`src/rtl/sdram_cpu32_bridge_if.sv`:
```
// Bus bundle between the SH-2 32-bit side and one 16-bit SDRAM controller channel.
// The bridge takes the slave view; the CPU/controller side takes the master view.
interface sdram_cpu32_bridge_if;
  logic [24:1] cpu_addr;
  logic        cpu_req;
  logic        cpu_we;
  logic [3:0]  cpu_be;
  logic [31:0] cpu_din;
  logic [31:0] cpu_dout;
  logic        cpu_ack;
  logic [24:1] sd_addr;
  logic        sd_rd;
  logic [1:0]  sd_wr;
  logic [15:0] sd_din;
  logic [15:0] sd_dout;
  logic        sd_busy;

  modport slave (
    input  cpu_addr, cpu_req, cpu_we, cpu_be, cpu_din, sd_dout, sd_busy,
    output cpu_dout, cpu_ack, sd_addr, sd_rd, sd_wr, sd_din
  );

  modport master (
    output cpu_addr, cpu_req, cpu_we, cpu_be, cpu_din, sd_dout, sd_busy,
    input  cpu_dout, cpu_ack, sd_addr, sd_rd, sd_wr, sd_din
  );
endinterface

```
`src/rtl/sdram_cpu32_bridge.sv`:
```
// Splits 32-bit SH-2 accesses into high-then-low 16-bit SDRAM channel transactions.
// state | meaning: IDLE = wait for request | ISSUE = strobe out | WAIT = channel busy
module sdram_cpu32_bridge #(
  parameter bit WBUF = 1'b1
) (
  input logic                 clk,
  input logic                 reset_n,
  sdram_cpu32_bridge_if.slave bus
);
  typedef enum logic [1:0] {IDLE = 2'd0, ISSUE = 2'd1, WAIT = 2'd2} state_t;

  state_t      state_q;
  logic [24:2] addr_q;
  logic        we_q;
  logic [3:0]  be_q;
  logic [31:0] din_q;
  logic [31:0] stage_q;
  logic        half_q;
  logic [24:1] sd_addr_q;
  logic        sd_rd_q;
  logic [1:0]  sd_wr_q;
  logic [15:0] sd_din_q;
  logic [31:0] cpu_dout_q;
  logic        cpu_ack_q;

  logic        in_idle;
  logic        accept;
  logic        wait_done;
  logic        issue;
  logic [24:2] iss_addr;
  logic        iss_we;
  logic [3:0]  iss_be;
  logic [31:0] iss_din;
  logic        iss_half;
  logic [31:0] stage_d;
  logic        unused_addr_bit;

  assign unused_addr_bit = bus.cpu_addr[1];

  assign in_idle   = (state_q == IDLE);
  assign accept    = in_idle && bus.cpu_req && !cpu_ack_q && !bus.sd_busy;
  assign wait_done = (state_q == WAIT) && !bus.sd_busy;
  assign issue     = (accept && (bus.cpu_be != 4'b0000)) ||
                     (wait_done && !half_q && (be_q[1:0] != 2'b00));

  // Fresh bus values on acceptance; captured values when moving on to the low half.
  assign iss_addr = in_idle ? bus.cpu_addr[24:2] : addr_q;
  assign iss_we   = in_idle ? bus.cpu_we : we_q;
  assign iss_be   = in_idle ? bus.cpu_be : be_q;
  assign iss_din  = in_idle ? bus.cpu_din : din_q;
  assign iss_half = in_idle ? (bus.cpu_be[3:2] == 2'b00) : 1'b1;

  assign stage_d = half_q ? {stage_q[31:16], bus.sd_dout} : {bus.sd_dout, stage_q[15:0]};

  always_ff @(posedge clk or negedge reset_n) begin
    if (!reset_n) begin
      state_q    <= IDLE;
      addr_q     <= '0;
      we_q       <= 1'b0;
      be_q       <= 4'b0000;
      din_q      <= '0;
      stage_q    <= '0;
      half_q     <= 1'b0;
      sd_addr_q  <= '0;
      sd_rd_q    <= 1'b0;
      sd_wr_q    <= 2'b00;
      sd_din_q   <= '0;
      cpu_dout_q <= '0;
      cpu_ack_q  <= 1'b0;
    end else begin
      cpu_ack_q <= 1'b0;
      sd_rd_q   <= 1'b0;
      sd_wr_q   <= 2'b00;

      if (issue) begin
        half_q    <= iss_half;
        sd_addr_q <= {iss_addr, iss_half};
        if (iss_we) begin
          sd_wr_q  <= iss_half ? iss_be[1:0] : iss_be[3:2];
          sd_din_q <= iss_half ? iss_din[15:0] : iss_din[31:16];
        end else begin
          sd_rd_q <= 1'b1;
        end
      end

      case (state_q)
        IDLE: begin
          if (accept) begin
            addr_q  <= bus.cpu_addr[24:2];
            we_q    <= bus.cpu_we;
            be_q    <= bus.cpu_be;
            din_q   <= bus.cpu_din;
            stage_q <= '0;
            if (bus.cpu_be == 4'b0000) begin
              cpu_ack_q <= 1'b1;
            end else begin
              state_q <= ISSUE;
              // Posted write: the CPU is released while the halves run in the background.
              if (WBUF && bus.cpu_we) cpu_ack_q <= 1'b1;
            end
          end
        end
        ISSUE: state_q <= WAIT;
        WAIT: begin
          if (!bus.sd_busy) begin
            if (!we_q) stage_q <= stage_d;
            if (issue) begin
              state_q <= ISSUE;
            end else begin
              state_q <= IDLE;
              if (!we_q) begin
                cpu_ack_q  <= 1'b1;
                cpu_dout_q <= stage_d;
              end else if (!WBUF) begin
                cpu_ack_q <= 1'b1;
              end
            end
          end
        end
        default: state_q <= IDLE;
      endcase
    end
  end

  assign bus.sd_addr  = sd_addr_q;
  assign bus.sd_rd    = sd_rd_q;
  assign bus.sd_wr    = sd_wr_q;
  assign bus.sd_din   = sd_din_q;
  assign bus.cpu_dout = cpu_dout_q;
  assign bus.cpu_ack  = cpu_ack_q;
endmodule
```
`src/flat_wrapper.sv`:
```
// flat-port wrapper written by rule: the top's interface ports become plain ports
module sdram_cpu32_bridge_flat 
#(
  parameter bit WBUF = 1'b1
)
  (clk, reset_n, bus_cpu_addr, bus_cpu_req, bus_cpu_we, bus_cpu_be, bus_cpu_din, bus_sd_dout, bus_sd_busy, bus_cpu_dout, bus_cpu_ack, bus_sd_addr, bus_sd_rd, bus_sd_wr, bus_sd_din);
  sdram_cpu32_bridge_if bus_i ();
  input logic clk;
  input logic reset_n;
  input wire logic [$bits(bus_i.cpu_addr)-1:0] bus_cpu_addr;
  input wire logic [$bits(bus_i.cpu_req)-1:0] bus_cpu_req;
  input wire logic [$bits(bus_i.cpu_we)-1:0] bus_cpu_we;
  input wire logic [$bits(bus_i.cpu_be)-1:0] bus_cpu_be;
  input wire logic [$bits(bus_i.cpu_din)-1:0] bus_cpu_din;
  input wire logic [$bits(bus_i.sd_dout)-1:0] bus_sd_dout;
  input wire logic [$bits(bus_i.sd_busy)-1:0] bus_sd_busy;
  output wire logic [$bits(bus_i.cpu_dout)-1:0] bus_cpu_dout;
  output wire logic [$bits(bus_i.cpu_ack)-1:0] bus_cpu_ack;
  output wire logic [$bits(bus_i.sd_addr)-1:0] bus_sd_addr;
  output wire logic [$bits(bus_i.sd_rd)-1:0] bus_sd_rd;
  output wire logic [$bits(bus_i.sd_wr)-1:0] bus_sd_wr;
  output wire logic [$bits(bus_i.sd_din)-1:0] bus_sd_din;
  assign bus_i.cpu_addr = bus_cpu_addr;
  assign bus_i.cpu_req = bus_cpu_req;
  assign bus_i.cpu_we = bus_cpu_we;
  assign bus_i.cpu_be = bus_cpu_be;
  assign bus_i.cpu_din = bus_cpu_din;
  assign bus_i.sd_dout = bus_sd_dout;
  assign bus_i.sd_busy = bus_sd_busy;
  assign bus_cpu_dout = bus_i.cpu_dout;
  assign bus_cpu_ack = bus_i.cpu_ack;
  assign bus_sd_addr = bus_i.sd_addr;
  assign bus_sd_rd = bus_i.sd_rd;
  assign bus_sd_wr = bus_i.sd_wr;
  assign bus_sd_din = bus_i.sd_din;
  sdram_cpu32_bridge #(.WBUF(WBUF)) u_core (.clk(clk), .reset_n(reset_n), .bus(bus_i));
endmodule
```
`config.mk`:
```
export PLATFORM = sky130hd
export DESIGN_NAME = sdram_cpu32_bridge_flat
export DESIGN_NICKNAME = d
export VERILOG_FILES = /design/src/rtl/sdram_cpu32_bridge_if.sv /design/src/rtl/sdram_cpu32_bridge.sv /design/src/flat_wrapper.sv
export SDC_FILE = /design/constraint.sdc
export NUM_CORES = 1
export LEC_CHECK = 0
export CORE_MARGIN = 2
export CORE_UTILIZATION = 50
export DETAILED_ROUTE_END_ITERATION = 7
export PLACE_DENSITY = 0.84
export SYNTH_ARGS = -nofsm -noshare
export SYNTH_HDL_FRONTEND = slang
export SYNTH_SLANG_ARGS = --single-unit
export TNS_END_PERCENT = 1
```
`constraint.sdc`:
```
create_clock -name clk -period 2.6 [get_ports clk]
set_input_delay 0.39 -clock clk [delete_from_list [all_inputs] [get_ports clk]]
set_output_delay 0.39 -clock clk [all_outputs]
set_load 0.05 [all_outputs]
```
==> metrics.md <==
| Metric | Value |
|---|---|
| Initial antenna violation count | `1` |
| Final worst slack | `0.590 ns` |
| Worst Hold Class | `in2async` |
| Syn Std Cell Area | `6750 um^2` |
| Via density per instance | `5.32` |
| CTS tree | `done` |
| Final Setup Violations | `0` |
| Slew margin rel. | `43.3%` |
| Worst setup SP type | `input port` |
| Placed inst area | `8560 um^2` |
| Logic pwr share | `48.7%` |
| Clock sink count | `152` |
| Final Net Count | `792` |
| Share of cells above drive strength 1 | `26.7%` |
| Post-CTS Resized | `0` |
| Pre-CTS setup slack | `0.193 ns` |
| Fraction of registers with async set/reset | `100%` |
| Inserted Clock Buffers | `17` |
| Post-DP HPWL | `10500 um` |
| Initial core utilization | `51.2%` |
| Post-placement cell count | `867` |
| Pwr dens | `1400 nW/um^2` |
| Iteration-0 DRC Markers | `318` |
| Skew-Pair Late Insertion Delay | `0.42 ns` |
| H-tree level count | `4` |
| #FFs+latches synth | `152` |
| Share of the synthesized area in the top cell type | `56.3%` |
| Number of synthesized flops with an enable pin | `0` |
| Routed vias | `4791` |
| I/O Pins | `157` |
| Post-Syn Instances | `550` |
| Biggest area consumer among synthesized cells | `dfrtp_1` |
| Hold buffer count at cts | `1` |
| Global-route wire length before repair | `25700 um` |
| Fmax | `0.497 GHz` |
| Part of the power in registers | `31.6%` |
| Largest net degree at the start of global routing | `81` |
| Worst Path Max Fanout | `18` |
| Non-Filler Instances | `900` |
| Main area contributors after synthesis | `dfrtp_1, mux2_2, nand2_1` |
| Status | `finished clean` |
| Int Pwr | `7650 uW` |
| Clock skew | `0.00576 ns` |
| Max-capacitance violation count | `0` |
| Required @ worst endpoint | `2.90 ns` |
| Yosys Warn Count | `0` |
| Routed length per placed instance | `17.5 um` |
| DR pass1 iterations | `4` |
| Die ar. | `14400 um^2` |
| Die Wd | `120 um` |
| Clk pwr share | `19.7%` |
| Final instance area | `9190 um^2` |
| RSZ-0062 raised after global routing | `false` |
| # DRC | `0` |
| Post-Route WL | `15700 um` |
| Psw | `5210 uW` |
| Worst Setup End Kind | `flop` |
| Worst VDD drop | `814 uV` |
| Final worst path period need | `2.01 ns` |
| Switching fraction of total power | `40.5%` |
| Final hold vios | `0` |
| Setup CP Type | `in2reg` |
| Row cnt | `42` |
| Lkg Pwr | `0.00424 uW` |
| Syn Nets | `631` |
| Max-slew violations | `0` |
| Avg Inst Size Synth | `12.3 um^2` |
| Routability Congestion | `0.765` |
| TNS Setup | `0 ns` |
| I/O Buffers | `155` |
| Register area share after synthesis | `56.3%` |
| Top FF cell, synth | `dfrtp_1` |
| Clock transition at the registers of the reported paths | `0.06 ns` |
| Area Growth Syn to Fin | `36.1%` |
| Post-DRT Antenna Nets | `0` |
| GRT Overall Usage | `22.9%` |
| Slew @ Worst Pin | `0.850 ns` |
| Root buf cell | `clkbuf_16` |
| Die height | `120 um` |
| Buffer count from post-CTS setup fixing | `0` |
| Core area | `13200 um^2` |
| Crit share post-route | `77.3%` |
| CTS Buffer Depth | `2` |
| WP data arrival | `2.31 ns` |
| GR Overflow Total | `0` |
| Vias in the first global route | `5150` |
| Netlist cell types | `30` |
synthesized netlist by cell type (5+ instances only):
master      n
nor2_1     21
mux2_2    120
a22o_1     32
dfrtp_1   152
mux2i_1    16
a21oi_1    16
buf_2      13
nand2_1   120
clkbuf_1   16
o21ai_0     6
inv_1       5
mux2_4      8
final timing paths:
path                                    from                endpoint  slack, ns  cells past startpoint
hold reg to reg              u_core.din_q[4]         u_core.din_q[4]       0.48                      2
setup reg to reg           u_core.state_q[1]        u_core.addr_q[5]       0.64                      7
max in group asynchronous            reset_n  u_core.bus.sd_addr[22]       1.34                      3
min in group clk             u_core.din_q[4]         u_core.din_q[4]       0.48                      2
setup / recovery               bus_cpu_be[3]   u_core.bus.sd_din[15]       0.59                      6
hold / removal                       reset_n      u_core.stage_q[11]       0.46                      2
kinds of logic after synthesis:
kind of cell,count (synthesis),share of synthesized area [%]
AO/OA/AOI/OAI,62,6.93
flip-flops,152,56.3
multiplexers,144,24.2
AND/OR/NAND/NOR,154,9.80
buffers and inverters,38,2.76
final cells by class:
type,instances,area (um^2)
Tap cell,176,220
Inverter,5,18.8
Antenna cell,1,2.50
Fill cell,897,4000
Multi-Input combinational cell,360,2770
Clock inverter,7,115
Clock buffer,24,502
Sequential cell,152,3800
Timing Repair Buffer,175,1750
power by group through the flow:
stage / Clock [uW] / Sequential [uW] / Combinational, uW
detailed placement: 0 / 4070 / 6280
finish: 2530 / 4060 / 6260
floorplan: 0 / 5910 / 2400
global placement: 0 / 4010 / 6110
global route: 2670 / 4190 / 6630
CTS: 2580 / 4060 / 6310
routing by layer:
metal	up-vias	track usage, %	part of all wire, %
met4	0	10.7	2.2
met3	25	5.05	4.6
li1	2223	-	-
met1	2400	29.5	43
met2	143	36.9	50
met5	-	0	0
cells in the final DEF (no fill, tap or decap), types with 8 or more instances in the layout:
master and instances:
a21oi_1 16, a22o_1 32, buf_4 16, clkbuf_16 17, clkdlybuf4s50_1 153, dfrtp_1 152, mux2_2 120, mux2_4 8
mux2i_1 16, nand2_1 120, nor2_1 21
critical path: stages:
cell	delay (ns)
clkdlybuf4s50_1	0.44
nor4_2	0.47
and4b_4	0.29
o21ai_4	0.17
buf_12	0.19
mux2_2	0.35
flip-flops by register name (all words and copies together), names as in the netlist:
signal and count:
u_core.bus.sd_wr 2, u_core.bus.sd_addr 24, u_core.we_q 1, u_core.bus.sd_din 16
u_core.be_q 2, u_core.bus.cpu_ack 1, u_core.bus.cpu_dout 32, u_core.stage_q 32
u_core.addr_q 23, u_core.din_q 16, u_core.bus.sd_rd 1, u_core.state_q 2
per-stage QoR:
stage | util (%) | hold WS [ns] | total power (uW)
after floorplan | - | 0.0944 | 8310
after global placement | 64.9 | 0.307 | 10100
after detailed placement | 64.9 | 0.307 | 10400
after CTS | 69.6 | 0.446 | 13000
after global routing | 69.7 | 0.491 | 13500
final | 69.7 | 0.459 | 12900
(Power assumes the default switching activity.)
